[config.mk]
export PLATFORM = sky130hd
export DESIGN_NAME = rvfi_commit_tracker
export DESIGN_NICKNAME = d
export VERILOG_FILES = /design/src/rtl/rvfi_pkg.sv /design/src/rtl/rvfi_canon.sv /design/src/rtl/rvfi_commit_tracker.sv
export SDC_FILE = /design/constraint.sdc
export NUM_CORES = 1
export LEC_CHECK = 0
export ABC_AREA = 1
export BUFFER_PORTS_ARGS = -buffer_cell sky130_fd_sc_hd__buf_2
export CELL_PAD_IN_SITES_DETAIL_PLACEMENT = 1
export CELL_PAD_IN_SITES_GLOBAL_PLACEMENT = 1
export CORE_AREA = 4 4 317 319
export CTS_CLUSTER_DIAMETER = 40
export DETAILED_ROUTE_END_ITERATION = 8
export DIE_AREA = 0 0 321 323
export PLACE_DENSITY_LB_ADDON = 0.1
export SETUP_SLACK_MARGIN = 0.1
export SYNTH_ARGS = -nofsm -noshare
export SYNTH_HDL_FRONTEND = slang
export SYNTH_SLANG_ARGS = --single-unit
[constraint.sdc]
create_clock -name clk_i -period 44.3 [get_ports clk_i]
set_input_delay 0 -clock clk_i [delete_from_list [all_inputs] [get_ports clk_i]]
set_output_delay 0 -clock clk_i [all_outputs]
set_load 0.01 [all_outputs]
[src/rtl/rvfi_pkg.sv]
// rtl/rvfi_pkg.sv - shared types, marker/halt constants and halt decode for the RVFI commit tracker
package rvfi_pkg;

  typedef struct packed {
    logic [31:0] inst;
    logic [31:0] pc_rdata;
    logic [31:0] pc_wdata;
    logic [4:0]  rs1_addr;
    logic [4:0]  rs2_addr;
    logic [4:0]  rd_addr;
    logic [31:0] rs1_rdata;
    logic [31:0] rs2_rdata;
    logic [31:0] rd_wdata;
    logic [31:0] mem_addr;
    logic [3:0]  mem_rmask;
    logic [3:0]  mem_wmask;
    logic [31:0] mem_rdata;
    logic [31:0] mem_wdata;
  } commit_rec_t;

  typedef enum logic [1:0] {
    ST_IDLE   = 2'd0,
    ST_RUN    = 2'd1,
    ST_SEG    = 2'd2,
    ST_HALTED = 2'd3
  } tracker_state_e;

  localparam logic [31:0] SEG_START_INST = 32'h0010_2013;
  localparam logic [31:0] SEG_STOP_INST  = 32'h0020_2013;

  localparam logic [31:0] HALT_BRANCH_INST = 32'h0000_0063;
  localparam logic [31:0] HALT_JUMP_INST   = 32'h0000_006f;
  localparam logic [31:0] HALT_SLTI_INST   = 32'hF000_2013;

  // A self-loop (pc_wdata == pc_rdata) is treated as the program parking itself.
  function automatic logic is_halt(input commit_rec_t rec);
    return (rec.pc_rdata == rec.pc_wdata) ||
           (rec.inst == HALT_BRANCH_INST) ||
           (rec.inst == HALT_JUMP_INST) ||
           (rec.inst == HALT_SLTI_INST);
  endfunction

endpackage

[src/rtl/rvfi_canon.sv]
// rtl/rvfi_canon.sv - combinational canonicalisation of a commit record before the output register
module rvfi_canon
  import rvfi_pkg::*;
(
  input  commit_rec_t rec_i,
  output commit_rec_t rec_o
);

  always_comb begin
    rec_o = rec_i;
    if (rec_i.rs1_addr == 5'd0) rec_o.rs1_rdata = '0;
    if (rec_i.rs2_addr == 5'd0) rec_o.rs2_rdata = '0;
    if (rec_i.rd_addr == 5'd0)  rec_o.rd_wdata  = '0;
    rec_o.mem_addr[1:0] = 2'b00;
    for (int b = 0; b < 4; b++) begin
      if (!rec_i.mem_rmask[b]) rec_o.mem_rdata[8*b +: 8] = 8'h00;
      if (!rec_i.mem_wmask[b]) rec_o.mem_wdata[8*b +: 8] = 8'h00;
    end
  end

endmodule

[src/rtl/rvfi_commit_tracker.sv]
// rtl/rvfi_commit_tracker.sv - registered RVFI commit stream with order, halt, segment counters; RVFI_PC_CHECK_EN adds PC continuity check
module rvfi_commit_tracker
  import rvfi_pkg::*;
#(
  parameter int ORDER_W = 64
) (
  input  logic               clk_i,
  input  logic               rst_i,
  input  logic               wb_valid_i,
  input  commit_rec_t        wb_rec_i,
  output logic               mon_valid_o,
  output logic [ORDER_W-1:0] mon_order_o,
  output commit_rec_t        mon_rec_o,
  output logic               mon_halt_o,
  output logic               seg_active_o,
  output logic [ORDER_W-1:0] seg_insts_o,
  output logic [ORDER_W-1:0] seg_cycles_o,
  output logic               pc_err_o
);

  tracker_state_e     state_q, state_d;
  logic [ORDER_W-1:0] order_q, order_d;
  logic [ORDER_W-1:0] seg_insts_q, seg_insts_d;
  logic [ORDER_W-1:0] seg_cycles_q, seg_cycles_d;
  logic               mon_valid_q;
  logic [ORDER_W-1:0] mon_order_q;
  commit_rec_t        mon_rec_q;
  commit_rec_t        canon_rec;
  logic               emit, halt, start, stop;

  rvfi_canon u_canon (
    .rec_i (wb_rec_i),
    .rec_o (canon_rec)
  );

  always_comb begin
    emit  = wb_valid_i && (state_q != ST_HALTED);
    halt  = emit && is_halt(wb_rec_i);
    start = emit && !halt && (wb_rec_i.inst == SEG_START_INST);
    stop  = emit && !halt && (state_q == ST_SEG) && (wb_rec_i.inst == SEG_STOP_INST);

    state_d = state_q;
    if (halt)                             state_d = ST_HALTED;
    else if (start)                       state_d = ST_SEG;
    else if (stop)                        state_d = ST_RUN;
    else if (emit && state_q == ST_IDLE)  state_d = ST_RUN;

    order_d = emit ? order_q + ORDER_W'(1) : order_q;

    // The stop/halting commit's own cycle is still counted; leaving SEG freezes both.
    seg_insts_d  = seg_insts_q;
    seg_cycles_d = seg_cycles_q;
    if (start) begin
      seg_insts_d  = '0;
      seg_cycles_d = '0;
    end else if (state_q == ST_SEG) begin
      seg_cycles_d = seg_cycles_q + ORDER_W'(1);
      if (emit) seg_insts_d = seg_insts_q + ORDER_W'(1);
    end
  end

  always_ff @(posedge clk_i or posedge rst_i) begin
    if (rst_i) begin
      state_q      <= ST_IDLE;
      order_q      <= '0;
      seg_insts_q  <= '0;
      seg_cycles_q <= '0;
      mon_valid_q  <= 1'b0;
      mon_order_q  <= '0;
      mon_rec_q    <= '0;
    end else begin
      state_q      <= state_d;
      order_q      <= order_d;
      seg_insts_q  <= seg_insts_d;
      seg_cycles_q <= seg_cycles_d;
      mon_valid_q  <= emit;
      if (emit) begin
        mon_order_q <= order_q;
        mon_rec_q   <= canon_rec;
      end
    end
  end

`ifdef RVFI_PC_CHECK_EN
  logic [31:0] exp_pc_q;
  logic        exp_pc_vld_q;
  logic        pc_err_q;

  always_ff @(posedge clk_i or posedge rst_i) begin
    if (rst_i) begin
      exp_pc_q     <= '0;
      exp_pc_vld_q <= 1'b0;
      pc_err_q     <= 1'b0;
    end else if (emit) begin
      exp_pc_q     <= wb_rec_i.pc_wdata;
      exp_pc_vld_q <= 1'b1;
      if (exp_pc_vld_q && (wb_rec_i.pc_rdata != exp_pc_q)) pc_err_q <= 1'b1;
    end
  end

  assign pc_err_o = pc_err_q;
`else
  assign pc_err_o = 1'b0;
`endif

  assign mon_valid_o  = mon_valid_q;
  assign mon_order_o  = mon_order_q;
  assign mon_rec_o    = mon_rec_q;
  assign mon_halt_o   = (state_q == ST_HALTED);
  assign seg_active_o = (state_q == ST_SEG);
  assign seg_insts_o  = seg_insts_q;
  assign seg_cycles_o = seg_cycles_q;

endmodule

---- Word-level counts from Yosys, hierarchy flattened ----
Index checks and enable logic that the tools add are counted.
W data, S select, Z words.
word-level totals
  register bits after elaboration ......... 568
  bits of input ports ..................... 314
  output and inout port bits .............. 507
  word-level logic and storage cells ...... 71
cells by class
  add/subtract/negate cells ............... 3
  eq/ne operators ......................... 9
  muxes and demuxes ....................... 20
  reduce and logical (&&, ||, !) cells .... 19
operators by type and width
  kind                     count
  $mux W64                 5
  $add A64 B1 Y64 const B  3
  $mux W32                 3
  $eq A32 B7 Y1 const B    2
  $mux W8                  8
  $eq A32 B21 Y1 const B   1
  $eq A32 B22 Y1 const B   1
  $eq A32 B32 Y1           1
  $eq A32 B32 Y1 const B   1
  $logic_not A5 Y1         3
  $mux W2                  4
  $logic_and A1 B1 Y1      7
  $eq A2 B2 Y1 const B     2
  $reduce_bool A2 Y1       2
  $reduce_bool A4 Y1       1
  $logic_or A1 B1 Y1       3
  $logic_not A2 Y1         1
  $ne A2 B2 Y1 const B     1
  $reduce_and A2 Y1        1
  $logic_not A1 Y1         1

---- Longest topological paths before layout ----
Gate-level depths: netlist of the first run.
  word-level depth ........................ 12
  gate-level depth with buffers ........... 15
  gate-level depth less buffers ........... 13

---- Modules after synthesis ----
From an unflattened synthesis of the first run, not the netlist that was laid out.
second synthesis, totals
  cell total of the unflattened synthesis .. 3,935
  area, all modules ....................... 29,688.5 sq um
by module, submodules not included
  module               times used  cells each  area an instance (sq um)  seq. area each (sq um)
  rvfi_commit_tracker  1           3,434       26,922.1                  14,263.7
  rvfi_canon           1           501         2,766.4                   0.0

---- Worst setup path after synthesis of the first run ----
Ideal clock, no wire load.
  path type ............................... flip-flop to flip-flop
  start ................................... register seg_insts_q[0], in the netlist seg_insts_o[0]
  end ..................................... register seg_insts_q[36], in the netlist seg_insts_o[36]
  setup time .............................. 0.115 ns
  data arrival time ....................... 1.728 ns
  required time ........................... 44.185 ns
  setup slack ............................. 42.457 ns
  stages on the path, launching flop included .. 13
  path buffers ............................ 0
  period minus slack after synthesis ...... 1.843 ns
  cells stage by stage .................... dfrtp_1 > ha_1 > nand3_1 > inv_2 > nand2_2 > nor2_1 > nand3_1 > nor2_1 > nand4_1 > nor2_1 > nand2_1 > nand3_1 > inv_1
between the ends
  longest elaborated chain between the ends .. 4
ends and longest elaborated chain
  element                 RTL line                   text
  from (decl)             rvfi_commit_tracker.sv:23  logic [ORDER_W-1:0] seg_insts_q, seg_insts_d;
  from (signal assigned)  rvfi_commit_tracker.sv:74  seg_insts_q <= seg_insts_d;
  $add A64 B1 Y64         rvfi_commit_tracker.sv:58  if (emit) seg_insts_d = seg_insts_q + ORDER_W'(1);
  $mux W64                rvfi_commit_tracker.sv:58
  $mux W64                rvfi_commit_tracker.sv:56  end else if (state_q == ST_SEG) begin
  $mux W64                rvfi_commit_tracker.sv:53  if (start) begin
No other way between the ends. The select of a mux whose other input is x is not followed.
A chain may end at the register's enable or synchronous reset.

---- Final worst setup path of the first run ----
  start ................................... register state_q[0]
  end ..................................... register mon_rec_q (netlist bit mon_rec_o[8])
between the ends
  longest elaborated chain between the ends .. 2
ends and longest elaborated chain
  element                 RTL line                   text
  from (decl)             rvfi_commit_tracker.sv:21  tracker_state_e state_q, state_d;
  from (signal assigned)  rvfi_commit_tracker.sv:72  state_q <= state_d;
  $ne A2 B2 Y1            rvfi_commit_tracker.sv:37  emit = wb_valid_i && (state_q != ST_HALTED);
  $logic_and A1 B1 Y1     rvfi_commit_tracker.sv:37
  to (signal assigned)    rvfi_commit_tracker.sv:79  mon_rec_q <= canon_rec;
  to (decl)               rvfi_commit_tracker.sv:27  commit_rec_t mon_rec_q;
No other way between the ends.

==> results of run 1 <==
-- sequential cells by signal (all words and copies together), names as in the netlist --
| signal | cells |
|---|---|
| mon_order_o | 64 |
| mon_valid_o | 1 |
| seg_cycles_o | 64 |
| mon_rec_o | 309 |
| seg_insts_o | 64 |
| state_q | 2 |
| order_q | 64 |
-- kinds of logic (layout without fill, tap and decap cells) --
logic type / count (synthesis) / after routing / synth area share
simple gates: 2152 / 2152 / 0.341
buf+inv: 466 / 1804 / 0.0676
compound gates: 139 / 139 / 0.0272
fa+ha+maj: 3 / 3 / 0.00138
xor+xnor: 125 / 125 / 0.0402
flops: 568 / 568 / 0.522
other cells: 1 / 24 / 0.000138
-- repair_timing --
action / in CTS / in global routing
hold endpoints to repair: 420 / 0
hold buffers: 408 / 0
buffers inserted: 0 / 0
-- worst paths after layout --
kind / depth (start not counted) / endpoint / start / slack, ns
worst min-delay path: 3 / mon_order_o[36]$_DFFE_PP0P_ / rst_i / 0.04
worst min register to register: 2 / mon_rec_o[244]$_DFFE_PP0P_ / mon_rec_o[244]$_DFFE_PP0P_ / 0.46
max in group asynchronous: 5 / mon_rec_o[138]$_DFFE_PP0P_ / rst_i / 42.05
worst max-delay path: 8 / mon_rec_o[8]$_DFFE_PP0P_ / state_q[0]$_DFFE_PP0P_ / 40.66
worst max register to register: 8 / mon_rec_o[8]$_DFFE_PP0P_ / state_q[0]$_DFFE_PP0P_ / 40.66
min in group clk_i: 4 / mon_rec_o[96]$_DFFE_PP0P_ / wb_rec_i[96] / 0.06
-- cell usage in the layout, fill, tap and decap left out, types with 76 or more instances in the layout --
cell type      instances
clkbuf_16            122
dfrtp_1              568
nand3_1              330
xor2_1                79
inv_1                324
nand4_1               76
buf_2                815
nor2_1               288
nand2_1             1256
o21ai_0              111
dlygate4sd3_1        408
-- final cells by class --
type	instances	area share
flip-flops and latches	568	0.347
repair buffers	1243	0.203
diodes	21	0.00128
clock buffers	153	0.0822
multi-input cells	2422	0.273
clock inverters	73	0.0231
inverters	335	0.0311
well taps	1287	0.0393
-- metrics by stage --
step,util,cells,instance area [um^2],hold slack [ns]
3_3_place_gp,0.332,5447,32500,0.204
5_1_grt,0.419,6091,41000,0.0354
2_1_floorplan,-,3456,27200,0.117
6_report,0.419,6102,41000,0.0425
3_5_place_dp,0.332,5447,32500,0.208
4_1_cts,0.418,6081,40900,0.00927
-- tightest hold or removal path, cell delays in order --
cell and delay, ns:
dlygate4sd3_1 0.54, buf_2 0.16, inv_8 0.56
-- power groups by stage --
stage	Sequential (mW)	Combinational [mW]	Clock, mW
CTS	0.583	0.204	0.975
global placement	0.589	0.173	0
global route	0.588	0.222	1.00
finish	0.584	0.203	0.957
detailed placement	0.591	0.173	0
floorplan	0.602	0.0631	0
-- metal layers --
metal  vias up  share of wire  wire length [um]
met4         8          0.037              4990
met1     13900           0.41             56200
met3       258          0.083             11300
li1      13400              -                 -
met2       796           0.47             63900
met5         -        0.00040                54
==> results.toml, run 1 <==
[setup_path]
critPathBufInv = 4
required_ns = 44.92
cpMostUsedCell = "nand2_1"
criticalPathCategory = "flop to flop"
slowest_stage = "buf_4"
startpoint_type = "flop"
crit_chain = "nand2_1, inv_1, nor2_4, buf_12, buf_4, nand3_1, dlygate4sd3_1, nand2_1"
end_kind = "flop"
worstPathMaxFanout = 164
cp_top_family = "buffers and inverters"
crit_arrival_ns = 4.26
cpPeakStageDelay_ns = 0.86

[logic_synthesis]
ys_ff_latch = 568
ys_warn_count = 0
synth_area_mm2 = 0.0272
synth.avg_cell_area_um2 = 7.88
synth_cell_types = 44
async_flop_share = 1.00
synth.most_common_cell = "nand2_1"
synth_top_area_share = 0.522
ys_seq_area_frac = 0.522
synth-main-ff-cell = "dfrtp_1"
synth_largest_area_cell = "dfrtp_1"
synth_edf_count = 0
synthTopCellsByCount = "1256 x nand2_1, 568 x dfrtp_1, 332 x nand3_1, 325 x inv_1, 289 x nor2_1"
synth_cells = 3454
synthTopCellsByArea = "dfrtp_1 52%, nand2_1 17%, nand3_1 6.1%"

[clocking]
cts_resized = 0
clk_path_buf_depth = 3
htreeDepth = 3
cts.sinks = 568
cts_tree = "built"
cts_made_buffers = 120
clk_latency_ns = 0.70
clkTransAtPathRegs_ns = 0.05
clockRootBuffer = "clkbuf_16"

[timing]
worst_slew_pin_slew_ns = 1.10
setup_tns_ns = 0
fin_worst_skew_ns = 0.0451
drv_slew = 0
layout_setup_ws_ns = 40.66
max-slew-margin-rel = 0.261
fin_crit_sh = 0.0822
period_minus_slack_ns = 3.64
hold_viol_final = 0
rsz0062_at_grt = "false"
fmax_ghz = 0.275
setup_viol = 0

[grt]
first_global_vias = 29900
antenna_found_initial = 34
grt_overflow = 0
top_usage_layer = "met2"
grt_pass1_wl_um = 200000
met2_usage = 0.426
grt_start_max_net_pins = 165
grt.met1_usage = 0.312
track_usage = 0.256
grt_use_met3 = 0.0864

[floorplan]
start_util = 0.278
io_pins = 821
core_region_area_mm2 = 0.0978
rows = 115
die_h_um = 323
dieArea_mm2 = 0.104
die_w_um = 321

[drt]
wl_um = 136000
num_vias = 28400
dr.pass1.iters = 5
wire_per_inst_um = 22.4
ant_nets = 0
drcViolationCount = 0
drt_iter0_drc = 1480
via_per_inst = 4.65

[pwr]
power_frac_clock = 0.549
power.leakage_nw = 21.3
power_mw = 1.74
p_comb_frac = 0.117
power.density_mw_per_mm2 = 42.6
p_int_mw = 1.27
p_seq_frac = 0.335
switching_share = 0.269
max-vdd-ir-drop_uv = 28.6
switching_power_mw = 0.469

[final_layout]
seq_area_mm2 = 0.0142
fillCellCount = 11900
nets = 5007
final_layout_size_suffix_gt1_frac = 0.242
multiInputGateArea_mm2 = 0.0112
syn_to_final_growth_pct = 50.6

[placement]
place_congestion = 0.849
place_hpwl_um = 102000
port_buffers = 815
dp_slack_ns = 40.96

[status]
outcome = "finished clean"

[run]
maxCapViolCount = 0

[min_path]
hp-class = "input port to async pin"
Power figures use the tool's default switching activity.
==> run 2, diff against run 1 <==
- CORE_AREA: 4 4 317 319 -> 4 4 320 322
- DIE_AREA: 0 0 321 323 -> 0 0 324 326
- clock period: 44.3 -> 3.6 ns (I/O delays scaled with it)
==> results.toml, run 2 (synthesized netlist as in run 1, its figures left out) <==
[pwr]
power_mw = 21.3
power.leakage_nw = 21.5
max-vdd-ir-drop_uv = 368
power.density_mw_per_mm2 = 512

[drt]
dr.pass1.iters = 5
wl_um = 139000
via_per_inst = 4.63
ant_nets = 0
drt_iter0_drc = 1604
num_vias = 28500
drcViolationCount = 0
wire_per_inst_um = 22.6

[grt]
grt_overflow = 0
first_global_vias = 30500
track_usage = 0.257
grt_start_max_net_pins = 201
antenna_found_initial = 33
grt_pass1_wl_um = 202000

[final_layout]
layout_common_cells = "1256 x nand2_1, 815 x buf_2, 568 x dfrtp_1"
nets = 5062
largest_reg_flops = 309
post-route-util = 0.417
fin_area_mm2 = 0.0416
final_layout_size_suffix_gt1_frac = 0.242
syn_to_final_growth_pct = 52.8
multiInputGateArea_mm2 = 0.0112
fin_cells = 6157
seq_area_mm2 = 0.0142
fillCellCount = 12100
layout_commonest_cell = "nand2_1"

[clocking]
cts.sinks = 568
clockRootBuffer = "clkbuf_16"
clkTransAtPathRegs_ns = 0.05
cts_tree = "built"
clk_latency_ns = 0.70
clk_path_buf_depth = 3
cts_made_buffers = 118
htreeDepth = 3

[timing]
fin_worst_skew_ns = 0.0246
rsz0062_at_grt = "false"
fmax_ghz = 0.367
setup_viol = 0
hold_viol_final = 0
worst_slew_pin_slew_ns = 1.07
drv_slew = 0
fin_crit_sh = 0.756
setup_tns_ns = 0
max-slew-margin-rel = 0.282
period_minus_slack_ns = 2.72

[floorplan]
die_h_um = 326
io_pins = 821
start_util = 0.273
core_region_area_mm2 = 0.0996
rows = 116
dieArea_mm2 = 0.106
die_w_um = 324

[setup_path]
cpPeakStageDelay_ns = 0.68
criticalPathCategory = "flop to flop"
required_ns = 4.23
slowest_stage = "buf_4"
crit_arrival_ns = 3.35
worstPathMaxFanout = 72
startpoint_type = "flop"
end_kind = "flop"
crit_chain = "nand2_1, inv_1, nor2_4, buf_4, buf_4, nand3_1, dlygate4sd3_1, nand2_1"

[run]
maxCapViolCount = 0

[placement]
dp_cells = 5474
place_hpwl_um = 105000
place_congestion = 0.877
port_buffers = 815
placed_cell_area_mm2 = 0.0328

[min_path]
hp-class = "input port to async pin"

[status]
outcome = "finished clean"
run 2: cell types whose count changed in the layout (fill, tap and decap cells not counted), moves of 5 or more:
cell,before,now
dlygate4sd3_1,408,449
buf_12,1,12
clkinv_4,7,12
diode_2,21,14
buf_4,19,24
clkinv_2,27,17
run 2: routing by layer:
metal / global-route usage / part of all wire
met3: 0.108 / 0.096
met2: 0.410 / 0.45
met4: 0.120 / 0.052
met1: 0.299 / 0.40
met5: 0 / 0.00073
run 2: worst paths after layout:
check,startpoint,to,slack [ns],cells past startpoint
worst max-delay path,state_q[0]$_DFFE_PP0P_,mon_rec_o[13]$_DFFE_PP0P_,0.88,8
worst min-delay path,rst_i,mon_rec_o[91]$_DFFE_PP0P_,0.04,3
max in group asynchronous,rst_i,order_q[11]$_DFFE_PP0P_,2.53,5
worst max register to register,state_q[0]$_DFFE_PP0P_,mon_rec_o[13]$_DFFE_PP0P_,0.88,8
worst min register to register,mon_rec_o[207]$_DFFE_PP0P_,mon_rec_o[207]$_DFFE_PP0P_,0.46,2
min in group clk_i,wb_rec_i[89],mon_rec_o[89]$_DFFE_PP0P_,0.06,4
run 2: cell type report:
cell class | instances | area share
flip-flops and latches | 568 | 0.342
multi-input cells | 2422 | 0.269
repair buffers | 1300 | 0.216
clock buffers | 152 | 0.0799
well taps | 1298 | 0.0391
inverters | 335 | 0.0305
clock inverters | 68 | 0.0221
diodes | 14 | 0.000843
run 2: what timing repair did:
action | in CTS | in global routing
hold buffers | 449 | 0
hold endpoints to repair | 359 | 0
gates resized for setup | 0 | 0
setup buffers | 0 | 0
run 2: per-stage QoR:
stage	hold slack (ns)	setup slack [ns]
6_report	0.0443	0.878
5_1_grt	0.0353	0.681
4_1_cts	0.00171	0.903
3_5_place_dp	0.207	1.03
3_3_place_gp	0.203	1.07
2_1_floorplan	0.117	-4.14
run 2: power by group:
group | leakage, nW | switching [mW] | internal [mW]
Sequential | 7.07 | 0.311 | 6.86
Clock | 2.05 | 3.92 | 7.60
Combinational | 12.4 | 1.57 | 1.01
run 2: critical path: cells and delay by family, from the launching register on:
kind	cells	cell delay (ns)
buf+inv	4	1.66
flops	1	0.43
simple gates	4	0.48
==> run 3, diff against run 2 <==
- clock period: 3.6 -> 2.8 ns (I/O delays scaled with it)
==> results.toml, run 3 (synthesized netlist as in run 1, its figures left out) <==
[status]
outcome = "finished clean"

[setup_path]
r2r-end = "mon_rec_o[12]$_DFFE_PP0P_"
worstPathMaxFanout = 168
criticalPathCategory = "flop to flop"
worstReg2RegStart = "state_q[0]$_DFFE_PP0P_"
r2r_cells = 7
regToRegSetupSlack_ns = 0.24
critPathLaunch = "state_q[0]$_DFFE_PP0P_"
required_ns = 3.44
end_kind = "flop"
startpoint_type = "flop"
crit_arrival_ns = 3.21

[pwr]
power.density_mw_per_mm2 = 658
p_comb_frac = 0.120
max-vdd-ir-drop_uv = 648
switching_power_mw = 7.47
power_frac_clock = 0.543
p_int_mw = 20.0
p_seq_frac = 0.336
switching_share = 0.272
power.leakage_nw = 21.6

[clocking]
htreeDepth = 3
cts_tree = "built"
clockRootBuffer = "clkbuf_16"
cts.sinks = 568
cts_made_buffers = 121
clk_latency_ns = 0.70
clk_path_buf_depth = 3
clkTransAtPathRegs_ns = 0.05

[min_path]
hold_path_depth = 4
min_to = "mon_rec_o[84]$_DFFE_PP0P_"
hold_start = "wb_rec_i[84]"
hp-class = "input port to flop"

[timing]
period_minus_slack_ns = 2.56
hold_viol_final = 0
fin_crit_sh = 0.916
fin_worst_skew_ns = 0.0246
setup_tns_ns = 0
rsz0062_at_grt = "false"
worst_slew_pin_slew_ns = 1.12
setup_viol = 0
max-slew-margin-rel = 0.251
fmax_ghz = 0.390
drv_slew = 0

[floorplan]
die_h_um = 326
io_pins = 821
die_w_um = 324
dieArea_mm2 = 0.106
start_util = 0.273
core_region_area_mm2 = 0.0996
rows = 116

[final_layout]
layout_commonest_cell = "nand2_1"
final_layout_size_suffix_gt1_frac = 0.242
syn_to_final_growth_pct = 53.2
largest_reg_flops = 309
seq_area_mm2 = 0.0142
nets = 5069
fin_area_mm2 = 0.0417
fillCellCount = 12100
multiInputGateArea_mm2 = 0.0112
layout_common_cells = "1256 x nand2_1, 815 x buf_2, 568 x dfrtp_1"

[drt]
drt_iter0_drc = 1385
wl_um = 139000
wire_per_inst_um = 22.5
dr.pass1.iters = 4
num_vias = 28500
ant_nets = 0
via_per_inst = 4.62
drcViolationCount = 0

[grt]
met2_usage = 0.419
first_global_vias = 30300
track_usage = 0.257
grt_use_met3 = 0.105
top_usage_layer = "met2"
antenna_found_initial = 27
grt_pass1_wl_um = 203000
grt_overflow = 0
grt_start_max_net_pins = 169
grt.met1_usage = 0.301

[placement]
placed_cell_area_mm2 = 0.0328
place_congestion = 0.905
place_hpwl_um = 105000
port_buffers = 815

[run]
maxCapViolCount = 0
## run 3: cell count changes in the layout (fill, tap and decap cells not counted), moves of 2 or more
cell	delta
buf_4	+2
bufinv_16	-3
clkbuf_1	+7
clkbuf_16	+3
clkbuf_8	+8
clkinv_2	-2
clkinv_4	-2
diode_2	-3
## run 3: worst max path at each step
stage                                   to  slack [ns]  cells past startpoint
2_1_floorplan   mon_order_o[0]$_DFFE_PP0P_       -4.94                      1
3_3_place_gp   seg_insts_o[40]$_DFFE_PP0P_        0.49                     10
3_5_place_dp   seg_insts_o[40]$_DFFE_PP0P_        0.44                     10
4_1_cts           mon_rec_o[8]$_DFFE_PP0P_        0.15                      8
5_1_grt          mon_rec_o[40]$_DFFE_PP0P_        0.12                      7
6_report         mon_rec_o[12]$_DFFE_PP0P_        0.24                      7
## run 3: layout make-up
cell class / instances / area share
repair buffers: 1304 / 0.218
flip-flops and latches: 568 / 0.341
clock inverters: 60 / 0.0189
clock buffers: 169 / 0.0842
diodes: 11 / 0.000660
well taps: 1298 / 0.0390
multi-input cells: 2422 / 0.268
inverters: 335 / 0.0304
## run 3: stage by stage
step                utilization  hold WS (ns)  setup slack, ns  instances  total power [mW]
finish                    0.419        0.0434            0.236       6167              27.4
floorplan                     -         0.117            -4.94       3456              10.5
detailed placement        0.330         0.207            0.444       5478              12.1
global placement          0.330         0.205            0.492       5478              12.1
CTS                       0.418       0.00363            0.150       6155              27.7
global route              0.419        0.0292            0.125       6161              28.6
## run 3: per-layer routing
layer,vias to the layer above,wire [um]
li1,13500,-
met4,16,5970
met3,316,13000
met1,13800,55600
met2,814,64300
met5,-,98
## run 3: power by group through the flow
| stage | combinational [mW] | clock (mW) | sequential, mW |
|---|---|---|---|
| global route | 3.64 | 15.7 | 9.30 |
| detailed placement | 2.79 | 0 | 9.35 |
| floorplan | 1.00 | 0 | 9.52 |
| finish | 3.31 | 14.9 | 9.23 |
| CTS | 3.32 | 15.2 | 9.22 |
| global placement | 2.79 | 0 | 9.32 |
## run 3: repair_timing
item,4_1_cts,5_1_grt
setup buffers,0,0
gates resized for setup,0,1
hold buffers,448,0
endpoints found under the setup margin,0,1
hold endpoints to repair,879,0
## run 3: critical path, cell delays in order, from the launching register on
cell and delay, ns:
dfrtp_1 0.42, nand2_1 0.09, inv_1 0.07, nor2_4 0.23
buf_12 0.39, nand3_1 0.18, dlygate4sd3_1 0.64, nand2_1 0.06
